`src/rtl/seg7_pkg.sv`:
```
// Shared types and constants for the four-digit seven-segment scan driver.
package seg7_pkg;

  typedef enum logic [1:0] {
    IDLE  = 2'd0,
    BLANK = 2'd1,
    SHOW  = 2'd2
  } state_t;

  localparam logic [7:0] SEG_OFF = 8'hFF;
  localparam logic [3:0] AN_OFF  = 4'hF;

  // Active-low {g,f,e,d,c,b,a} for hex digits 0..F
  localparam logic [6:0] SEG_CODES [16] = '{
    7'h40, 7'h79, 7'h24, 7'h30, 7'h19, 7'h12, 7'h02, 7'h78,
    7'h00, 7'h10, 7'h08, 7'h03, 7'h46, 7'h21, 7'h06, 7'h0E
  };

endpackage

```
`src/rtl/hex_to_seg7.sv`:
```
// Combinational hex nibble to active-low seven-segment pattern.
module hex_to_seg7
  import seg7_pkg::*;
(
  input  logic [3:0] hex,
  output logic [6:0] seg_c
);

  assign seg_c = SEG_CODES[hex];

endmodule

```
`src/rtl/seg7_scan_driver.sv`:
```
// Time-multiplexed common-anode display driver: selects a digit, blanks,
// then shows the captured nibble for a fixed slot before moving on.
module seg7_scan_driver
  import seg7_pkg::*;
#(
  parameter int unsigned SHOW_CYCLES  = 50000,
  parameter int unsigned BLANK_CYCLES = 500
) (
  input  logic       clk,
  input  logic       rst_n,
  input  logic       en,
  input  logic [3:0] num,
  input  logic [3:0] dp_in,
  input  logic [3:0] digit_mask,
  output logic [1:0] sel,
  output logic [3:0] an,
  output logic [7:0] seg,
  output logic       frame_tick
);

  localparam int unsigned MAX_CYCLES = (SHOW_CYCLES > BLANK_CYCLES) ? SHOW_CYCLES : BLANK_CYCLES;
  localparam int unsigned CNT_W      = (MAX_CYCLES > 1) ? $clog2(MAX_CYCLES) : 1;
  localparam logic [CNT_W-1:0] SHOW_LAST  = CNT_W'(SHOW_CYCLES - 1);
  localparam logic [CNT_W-1:0] BLANK_LAST = CNT_W'(BLANK_CYCLES - 1);

  state_t           state;
  logic [CNT_W-1:0] cnt;
  logic [6:0]       dec_c;

  // Decode at the capture edge so seg is already valid on the first SHOW cycle
  hex_to_seg7 u_dec (
    .hex   (num),
    .seg_c (dec_c)
  );

  always_ff @(posedge clk or negedge rst_n) begin
    if (!rst_n) begin
      state      <= IDLE;
      cnt        <= '0;
      sel        <= '0;
      an         <= AN_OFF;
      seg        <= SEG_OFF;
      frame_tick <= 1'b0;
    end else begin
      frame_tick <= 1'b0;
      if (!en) begin
        state <= IDLE;
        cnt   <= '0;
        sel   <= '0;
        an    <= AN_OFF;
        seg   <= SEG_OFF;
      end else begin
        case (state)
          IDLE: begin
            state <= BLANK;
            cnt   <= '0;
          end
          BLANK: begin
            if (cnt == BLANK_LAST) begin
              state <= SHOW;
              cnt   <= '0;
              if (digit_mask[sel]) begin
                an  <= AN_OFF;
                seg <= SEG_OFF;
              end else begin
                an  <= ~(4'b0001 << sel);
                seg <= {~dp_in[sel], dec_c};
              end
            end else begin
              cnt <= cnt + CNT_W'(1);
            end
          end
          SHOW: begin
            if (cnt == SHOW_LAST) begin
              state      <= BLANK;
              cnt        <= '0;
              sel        <= sel + 2'd1;
              an         <= AN_OFF;
              seg        <= SEG_OFF;
              frame_tick <= (sel == 2'd3);
            end else begin
              cnt <= cnt + CNT_W'(1);
            end
          end
          default: begin
            state <= IDLE;
            cnt   <= '0;
            sel   <= '0;
            an    <= AN_OFF;
            seg   <= SEG_OFF;
          end
        endcase
      end
    end
  end

endmodule

```
`config.mk`:
```
export PLATFORM = sky130hd
export DESIGN_NAME = seg7_scan_driver
export DESIGN_NICKNAME = d
export VERILOG_FILES = /design/src/rtl/seg7_pkg.sv /design/src/rtl/hex_to_seg7.sv /design/src/rtl/seg7_scan_driver.sv
export SDC_FILE = /design/constraint.sdc
export NUM_CORES = 1
export LEC_CHECK = 0
export CORE_ASPECT_RATIO = 0.6
export CORE_MARGIN = 2
export CORE_UTILIZATION = 43
export DETAILED_ROUTE_END_ITERATION = 16
export GPL_TIMING_DRIVEN = 0
export PLACE_DENSITY = 0.78
export SLEW_MARGIN = 25
export SYNTH_ARGS = -nofsm -noshare
export SYNTH_HDL_FRONTEND = slang
export SYNTH_SLANG_ARGS = --single-unit
```
`constraint.sdc`:
```
create_clock -name clk -period 1.8 [get_ports clk]
set_input_delay 0.36 -clock clk [delete_from_list [all_inputs] [get_ports clk]]
set_output_delay 0.36 -clock clk [all_outputs]
set_load 0.005 [all_outputs]
```
# ---- Word-level counts from Yosys, hierarchy flattened
# Memory sizes are Yosys's and may differ from the RTL's.
# Index checks and enable logic that the tools add are counted.
dict set report op_classes {
  add_sub_neg 2
  n_lt_le_gt_ge 2
  n_eq_ne 9
  shifts 1
  mux 30
  bitwise_logic 3
  reduce_logical 5
}
# operator n
set op_table {}
lappend op_table {{16-bit two-way mux} 3}
lappend op_table {{8-bit two-way mux} 4}
lappend op_table {{16-bit case mux with 2 select lines} 1}
lappend op_table {{8-bit case mux with 3 select lines} 1}
lappend op_table {{16-bit by 1-bit adder with 16-bit output (second input constant)} 1}
lappend op_table {{16-bit == test (second input constant)} 1}
lappend op_table {{16-bit by 9-bit == test with 1-bit output (second input constant)} 1}
lappend op_table {{4-bit two-way mux} 4}
lappend op_table {{7-bit two-way mux} 2}
lappend op_table {{4-bit case mux with 3 select lines} 1}
lappend op_table {{2-bit two-way mux} 5}
lappend op_table {{3-bit inequality test (second input constant)} 2}
lappend op_table {{2-bit case mux with 3 select lines} 1}
lappend op_table {{5-bit >= comparator (second input constant)} 1}
lappend op_table {{1-bit two-way mux} 5}
lappend op_table {{4-bit NOT with 5-bit output} 1}
lappend op_table {{1-bit binary-select mux with 2-bit select} 2}
lappend op_table {{2-bit == test (second input constant)} 2}
lappend op_table {{2-bit inequality test (second input constant)} 2}
lappend op_table {{4-bit NOT} 1}
lappend op_table {{2-bit case mux with 2 select lines} 1}
lappend op_table {{2-bit AND reduction} 2}
lappend op_table {{1-bit by 2-bit << shifter with 4-bit output (first input constant)} 1}
lappend op_table {{2-bit by 3-bit less-than comparator with 1-bit output (second input constant)} 1}
lappend op_table {{6 further kinds} 6}
dict set report totals {
  regBits 33
  mem_bits_ro 112
  in_bits 15
  output_inout_bits 15
  word_cells 59
  mem_count 1
}
# memory depth width read_ports rd_ports_with_merged_regs wr line
set mem_list {}
lappend mem_list {{(name not given)} 16 7 1 0 0 hex_to_seg7.sv:9} ;# assign seg_c = SEG_CODES[hex];

# ---- Depth between registers and ports, before layout
# Gate-level depths: netlist of run 1.
dict set report logic_depth {
  ltp_word 8
  mapped_depth 8
  depth_no_buf 6
}

# ---- Hierarchy
# From an unflattened synthesis of run 1, not the netlist that was laid out.
dict set report unflattened {
  hier_cells 200
  area_unflattened_um2 2087.0
}
# mod instances cells_each area_each_um2 seq_area_each_um2
set by_module_without_submodules {}
lappend by_module_without_submodules {seg7_scan_driver 1 167 1818.0 840.8}
lappend by_module_without_submodules {hex_to_seg7 1 33 269.0 0.0}

# ---- Worst setup path before layout of run 1
# No wires, ideal clock.
dict set report synth_path {
  path_kind {flip-flop to flip-flop}
  startpoint {register cnt[0]}
  endpoint {register an[0]}
  t_arrival_ns 1.655
  required_time_ns 1.720
  path_slack_ns 0.065
  stages_incl_launch_ff 8
  path_buffers 1
  cell_sequence {dfrtp_1 > ha_1 > nor4bb_1 > nand4_1 > a22oi_4 > and3_4 > buf_12 > a21oi_2}
}
dict set report synth_via {
  elab_chain_len 3
  word_cells_on_any_way 5
  classes_between {4 x eq/ne; 1 x reduce/logical}
}
# item line
set synth_rtl {}
lappend synth_rtl {{from (decl)} seg7_scan_driver.sv:27} ;# logic [CNT_W-1:0] cnt;
lappend synth_rtl {{from (signal assigned)} seg7_scan_driver.sv:70} ;# cnt <= cnt + CNT_W'(1);
lappend synth_rtl {{from (signal assigned)} seg7_scan_driver.sv:82} ;# cnt <= cnt + CNT_W'(1);
lappend synth_rtl {{16-bit by 9-bit == test with 1-bit output / 16-bit == test (equally long branches)} {seg7_scan_driver.sv:59, seg7_scan_driver.sv:74}}
lappend synth_rtl {{3-bit inequality test (no source line)} --}
lappend synth_rtl {{3-bit AND reduction (no source line) *} --}
lappend synth_rtl {{to (signal assigned)} seg7_scan_driver.sv:66} ;# an <= ~(4'b0001 << sel);
lappend synth_rtl {{to (decl)} seg7_scan_driver.sv:16} ;# output logic [3:0] an,
# Mark *: on every way between the ends. The rest lies on a longest branch, timed or not.
# A chain may end at the register's enable or synchronous reset.

# ---- Worst setup path in the final report of run 1
dict set report layout_path {
  startpoint {register cnt[13]}
  endpoint {register seg[5]}
}
dict set report layout_via {
  elab_chain_len 3
  word_cells_on_any_way 5
  classes_between {4 x eq/ne; 1 x reduce/logical}
}
# item line
set layout_rtl {}
lappend layout_rtl {{16-bit by 9-bit == test with 1-bit output / 16-bit == test (equally long branches)} {seg7_scan_driver.sv:59, seg7_scan_driver.sv:74}}
lappend layout_rtl {{3-bit inequality test (no source line)} --}
lappend layout_rtl {{3-bit AND reduction (no source line) *} --}
lappend layout_rtl {{to (signal assigned)} seg7_scan_driver.sv:67} ;# seg <= {~dp_in[sel], dec_c};
lappend layout_rtl {{to (decl)} seg7_scan_driver.sv:17} ;# output logic [7:0] seg,
# Marks and branches as above.

==> out/results.txt, run 1 <==
Status = finished, violations left
Failing checks = setup timing
Via Count = 1,576
Net Sw Frac = 30.18%
Fmax = 0.5445 GHz
Warnings from Yosys = 0
RSZ-0062 raised after global routing = yes
Post-Synthesis Cells = 198
Vias per cell = 5.117
Clock Skew = 5.912 ps
CP required = 2020 ps
Post-DP HPWL = 3.128 mm
Io pins = 30
Max-slew violations = 0
PD cells = 919.7 nW/um^2
Clock power share = 29.9%
Worst-Skew Late Latency = 290 ps
Hold Violations, Final = 0
Initial core utilization = 44.18%
Syn Area/Cell = 10.08 um^2
Core box area = 4517 um^2
Fin crit share = 102.0%
Routed Antenna Nets = 0
Worst-path fanout max = 10
Crit path launch type = register
Async SR Flop Fraction = 100.0%
Grt total ovfl = 0
Iter 0 DRT Violations = 79
Slew at the pin closest to its max-slew limit = 466.6 ps
Avg WL per Cell = 14.13 um
Comb power frac = 32.2%
Clk slew on worst S/H paths = 70 ps
CP Class = register to register
FP Rows = 19
Die area = 5220 um^2
Largest net degree at the start of global routing = 18
Area Overhead vs Synth = 32.23%
Final worst slack = -36.45 ps
RePlAce Congestion = 0.8832
Routed WL = 4.353 mm
Sequential fraction of design power = 37.9%
First-pass GRT wire length = 6.886 mm
Final setup vio count = 10
Seq cells post-synth = 33
H-tree depth = 2
Synth Flop Type = dfrtp_1
Gr usage total = 17.54%
Mapped Area = 1996 um^2
CP Capture Type = register
Max Root-Sink Buffers = 2
Net count, final = 273
Port bufs = 28
Max-cap violations = 0
Dpl ws = -254.2 ps
Initial antenna violation count = 0
Total CTS buffers = 5
CTS tree = yes
Cell internal pwr = 0.001694 W
Peak VDD IR = 0.0005693 V
CP arrival = 2060 ps
TritonCTS Sinks = 33
Die Y = 56.77 um
Sequential area share after synthesis = 42.13%
Clk root buf = clkbuf_8
Proportion of layout cells with a drive suffix above 1 = 25.71%
Post-synth EDFFs = 0
Number of diodes = 0
Tightest Hold Check Type = primary input to asynchronous set/reset pin
Pleak = 1.045 nW
DIE WIDTH = 91.95 um
DRC Markers = 0
Library cells used by synthesis = 38
Clock period minus worst slack = 1836 ps
Post-Syn Nets = 227
Core Util, Final = 58.42%
Relative slew slack = 68.90%
Vias in the first global route = 1,443
P_sw = 0.0007325 W
Pre-antenna DRT Iters = 4
-- power groups by stage --
stage                     Sequential (W)  Combinational (W)  Clock, W
after detailed placement        0.000930           0.000684         0
after floorplan                 0.000926           0.000424         0
after CTS                       0.000918           0.000733  0.000740
final                           0.000921           0.000781  0.000725
after global placement          0.000928           0.000670         0
after global routing            0.000930           0.000863  0.000776
-- layer usage --
| layer | wire length [um] | vias up | share of wire (%) | GRT usage (%) |
|---|---|---|---|---|
| met4 | 73 | 0 | 1.7 | 7.036 |
| met2 | 1886 | 30 | 43 | 23.95 |
| met5 | 0 | - | 0 | 0 |
| met1 | 2165 | 762 | 50 | 24.60 |
| li1 | - | 778 | - | - |
| met3 | 227 | 6 | 5.2 | 7.114 |
-- final timing paths --
check	from	endpoint	slack [ps]	cells after the start
min in group clk	cnt[0]$_DFF_PN0_	cnt[0]$_DFF_PN0_	500	1
min reg2reg	cnt[0]$_DFF_PN0_	cnt[0]$_DFF_PN0_	500	1
max reg2reg	cnt[13]$_DFF_PN0_	seg[5]$_DFFE_PN1P_	-40	7
max	cnt[13]$_DFF_PN0_	seg[5]$_DFFE_PN1P_	-40	7
min	rst_n	cnt[9]$_DFF_PN0_	3	1
max in group asynchronous	rst_n	seg[4]$_DFFE_PN1P_	1290	2
-- placed cells by master (no fill, tap or decap), drive strengths merged --
cell type and count:
clkdlybuf4s50 27, a21oi 27, nor2 26, dfrtp 21, buf 17, ha 14
nand2 12, dfstp 12, clkbuf 12, inv 10, xnor2 8, nand4 8
xor2 6, o21ai 6, nand3 6, nor3 5, and3 4, nor2b 3
mux4 3, mux2i 3, a22oi 3, and2 2, nor4 2, and4b 1
and4bb 1, nor4bb 1, and4 1, a22o 1, a32oi 1, a211oi 1
bufinv 1
-- stage by stage --
stage | area (um^2) | total power (W) | setup TNS, ps | hold WS [ps] | instances
after CTS | 2551 | 0.002392 | -64.51 | 1.454 | 303
after detailed placement | 2377 | 0.001614 | -3598 | 318.6 | 290
after global routing | 2639 | 0.002569 | -1250 | 12.28 | 308
after floorplan | 1996 | 0.001350 | 0 | 64.41 | 198
final | 2639 | 0.002427 | -338.8 | 3.051 | 308
after global placement | 2355 | 0.001598 | -9238 | 447.7 | 289
-- kinds of logic after synthesis --
| group | count (synthesis) | synth area share, % |
|---|---|---|
| buf+inv | 20 | 5.329 |
| simple gates | 72 | 19.50 |
| xor+xnor | 14 | 6.144 |
| fa+ha+maj | 14 | 8.778 |
| compound gates | 39 | 13.23 |
| flops | 33 | 42.13 |
| mux | 6 | 4.890 |
-- synthesized netlist by cell type (4+ instances only) --
| master | count | area, um^2 |
|---|---|---|
| nand2_1 | 12 | 45.04 |
| nand3_1 | 5 | 25.02 |
| a21oi_1 | 17 | 85.08 |
| nand4_1 | 7 | 43.79 |
| ha_1 | 14 | 175.2 |
| o21ai_0 | 6 | 30.03 |
| nor2_1 | 26 | 97.59 |
| clkbuf_1 | 4 | 15.01 |
| dfrtp_1 | 21 | 525.5 |
| a21oi_2 | 10 | 87.58 |
| dfstp_2 | 12 | 315.3 |
| xor2_1 | 6 | 52.55 |
| nor3_1 | 5 | 25.02 |
| inv_1 | 10 | 37.54 |
| xnor2_1 | 8 | 70.07 |
-- cell type report --
class / count / area, um^2
Fill cell: 408 / 1878
Inverter: 10 / 37.54
Timing Repair Buffer: 39 / 377.9
Clock buffer: 7 / 86.33
Clock inverter: 1 / 30.03
Buffer: 10 / 85.08
Tap cell: 63 / 78.83
Sequential cell: 33 / 845.8
Multi-Input combinational cell: 145 / 1097
-- flip-flops by register name, indices dropped and copies added (netlist names) --
register / flops
frame_tick: 1
seg: 8
an: 4
state: 2
cnt: 16
sel: 2
-- critical path: stages, from the launching register on --
cell and delay, ps:
dfrtp_2 430, nor4_4 350, buf_4 180, nand4_4 110, a22oi_4 260, and3_4 250, buf_12 140, a21oi_2 50
-- timing repair --
item	4_1_cts	5_1_grt
buffers inserted	5	5
hold buffers	0	0
setup endpoints to repair	24	30
gates cloned	0	0
pin swaps	7	7
resized for setup	6	10
No activity file was read; power rests on OpenSTA's default activity.
==> run 2, diff against run 1 <==
CORE_MARGIN = default   (was 2)
==> run 2 against run 1 <==
Clock-buffer cell count unchanged. Setup slack better by 37 ps. Highest routed layer unchanged. Global-route usage is 1.5 points higher. Critical path depth unchanged. Sequential share of layout area grew 0.54 points. Largest cell class unchanged. Final cell count decreased by 1.6%. The flow now finishes without violations. First-iteration DRC count is 47% higher. Register-to-register slack better by 40 ps. Critical path type unchanged.
==> out/results.txt, run 2 (synthesized netlist as in run 1, its figures left out) <==
Delay-heaviest family, CP = simple AND/OR/NAND/NOR gates (unchanged)
CP Capture Type = register (unchanged)
Avg WL per Cell = 14.12 um (was 14.13 um)
Clock period minus worst slack = 1799 ps (was 1836 ps)
Final setup vio count = 0 (was 10)
Hold Violations, Final = 0 (unchanged)
TritonCTS Sinks = 33 (unchanged)
CP bufs+invs = 2 (unchanged)
Clk root buf = clkbuf_8 (unchanged)
Via Count = 1,550 (was 1,576)
Flop-to-flop setup slack = 0.6 ps (was -40 ps)
Net count, final = 271 (was 273)
CTS tree = yes (unchanged)
Post-DP HPWL = 3.159 mm (was 3.128 mm)
Relative slew slack = 69.21% (was 68.90%)
Gr usage total = 19.02% (was 17.54%)
CP required = 2010 ps (was 2020 ps)
Worst-path fanout max = 10 (unchanged)
RePlAce Congestion = 0.8841 (was 0.8832)
Area Overhead vs Synth = 29.84% (was 32.23%)
Tot Pwr = 0.002318 W (was 0.002427 W)
Tightest Hold Check Type = primary input to asynchronous set/reset pin (unchanged)
FF-to-FF Start = cnt[12]$_DFF_PN0_ (was cnt[13]$_DFF_PN0_)
Crit path launch type = register (unchanged)
Biggest regs = cnt x16, seg x8, an x4 (unchanged)
Placed cells = 287 (was 290)
Initial core utilization = 46.64% (was 44.18%)
DIE WIDTH = 89.95 um (was 91.95 um)
Iter 0 DRT Violations = 116 (was 79)
Largest net degree at the start of global routing = 23 (was 18)
Clock Skew = 3.445 ps (was 5.912 ps)
Non-Filler Instances = 303 (was 308)
Max FFs per register = 16 (unchanged)
Slew at the pin closest to its max-slew limit = 461.8 ps (was 466.6 ps)
PD cells = 894.6 nW/um^2 (was 919.7 nW/um^2)
Largest Register = cnt (unchanged)
Crit path largest cell delay = 440 ps (was 430 ps)
Port bufs = 28 (unchanged)
Grt total ovfl = 0 (unchanged)
RSZ-0062 raised after global routing = yes (unchanged)
Max Root-Sink Buffers = 2 (unchanged)
Hold slack = 501.2 ps (was 3.051 ps)
Die area = 4927 um^2 (was 5220 um^2)
Max-slew violations = 0 (unchanged)
Total CTS buffers = 5 (unchanged)
Worst-Skew Late Latency = 280 ps (was 290 ps)
Die Y = 54.77 um (was 56.77 um)
Pre-antenna DRT Iters = 4 (unchanged)
DRC Markers = 0 (unchanged)
CP Launch Point = cnt[12]$_DFF_PN0_ (was cnt[13]$_DFF_PN0_)
Fin crit share = 99.97% (was 102.0%)
CP arrival = 2010 ps (was 2060 ps)
First-pass GRT wire length = 7.044 mm (was 6.886 mm)
Initial antenna violation count = 0 (unchanged)
H-tree depth = 2 (unchanged)
Core box area = 4279 um^2 (was 4517 um^2)
Max-cap violations = 0 (unchanged)
Vias per cell = 5.116 (was 5.117)
CP max stage cell = dfrtp_2 (unchanged)
CP Class = register to register (unchanged)
Most common cell after layout, fill and taps aside = clkdlybuf4s50_1 (unchanged)
Routed WL = 4.279 mm (was 4.353 mm)
Leading cell types in the layout, fill and taps excluded = clkdlybuf4s50_1, nor2_1, dfrtp_1, a21oi_1, ha_1 (was clkdlybuf4s50_1, nor2_1, a21oi_1, dfrtp_1, ha_1)
Fmax = 0.5557 GHz (was 0.5445 GHz)
Routed Antenna Nets = 0 (unchanged)
FP Rows = 18 (was 19)
Io pins = 30 (unchanged)
Proportion of layout cells with a drive suffix above 1 = 24.69% (was 25.71%)
Peak VDD IR = 0.0004384 V (was 0.0005693 V)
Vias in the first global route = 1,425 (was 1,443)
Status = finished clean (was finished, violations left)
Crit path cell chain = nor4_4 -> buf_4 -> nand4_4 -> a22oi_4 -> and3_4 -> buf_12 -> a21oi_2 (unchanged)
Clk slew on worst S/H paths = 70 ps (about the same)
Number of diodes = 0 (unchanged)
Pleak = 1.029 nW (was 1.045 nW)
## run 2: power breakdown
| part | leakage [nW] | switching [W] | internal (W) |
|---|---|---|---|
| clock network | 0.0542 | 0.000268 | 0.000346 |
| logic | 0.562 | 0.000398 | 0.000387 |
| registers | 0.412 | 0.0000638 | 0.000855 |
## run 2: metal layers
metal / vias up / part of all wire, % / GRT usage, %
li1: 771 / - / -
met1: 731 / 52 / 29.03
met2: 43 / 42 / 25.77
met3: 5 / 5.2 / 4.722
met4: 0 / 0.89 / 6.183
met5: - / 0 / 0
## run 2: final cells by class
type,instances,area (um^2)
multi-input cells,145,1082
well taps,60,75.07
repair buffers,37,369.1
inverters,10,37.54
clock buffers,7,96.34
flip-flops and latches,33,844.6
plain buffers,10,81.33
clock inverters,1,5.005
fillers,366,1688
## run 2: worst paths after layout
kind | to | depth (start not counted)
setup reg to reg | seg[0]$_DFFE_PN1P_ | 7
hold / removal | cnt[10]$_DFF_PN0_ | 2
min in group clk | cnt[0]$_DFF_PN0_ | 1
hold reg to reg | cnt[0]$_DFF_PN0_ | 1
max in group asynchronous | seg[2]$_DFFE_PN1P_ | 3
setup / recovery | seg[0]$_DFFE_PN1P_ | 7
## run 2: stage by stage
step	setup TNS [ps]	util [%]	cell area [um^2]	setup WS (ps)
3_5_place_dp	-3433	55.47	2374	-243.8
2_1_floorplan	0	-	1996	65.42
3_3_place_gp	-8551	54.94	2351	-277.5
5_1_grt	-817.6	60.56	2591	-48.45
6_report	0	60.56	2591	0.5904
4_1_cts	0	59.21	2534	12.19
## run 2: timing repair
action,4_1_cts,5_1_grt
endpoints found under the hold margin,11,0
endpoints found under the setup margin,24,24
hold buffers,1,0
pin swaps,6,4
setup buffers,3,4
gates resized for setup,6,8
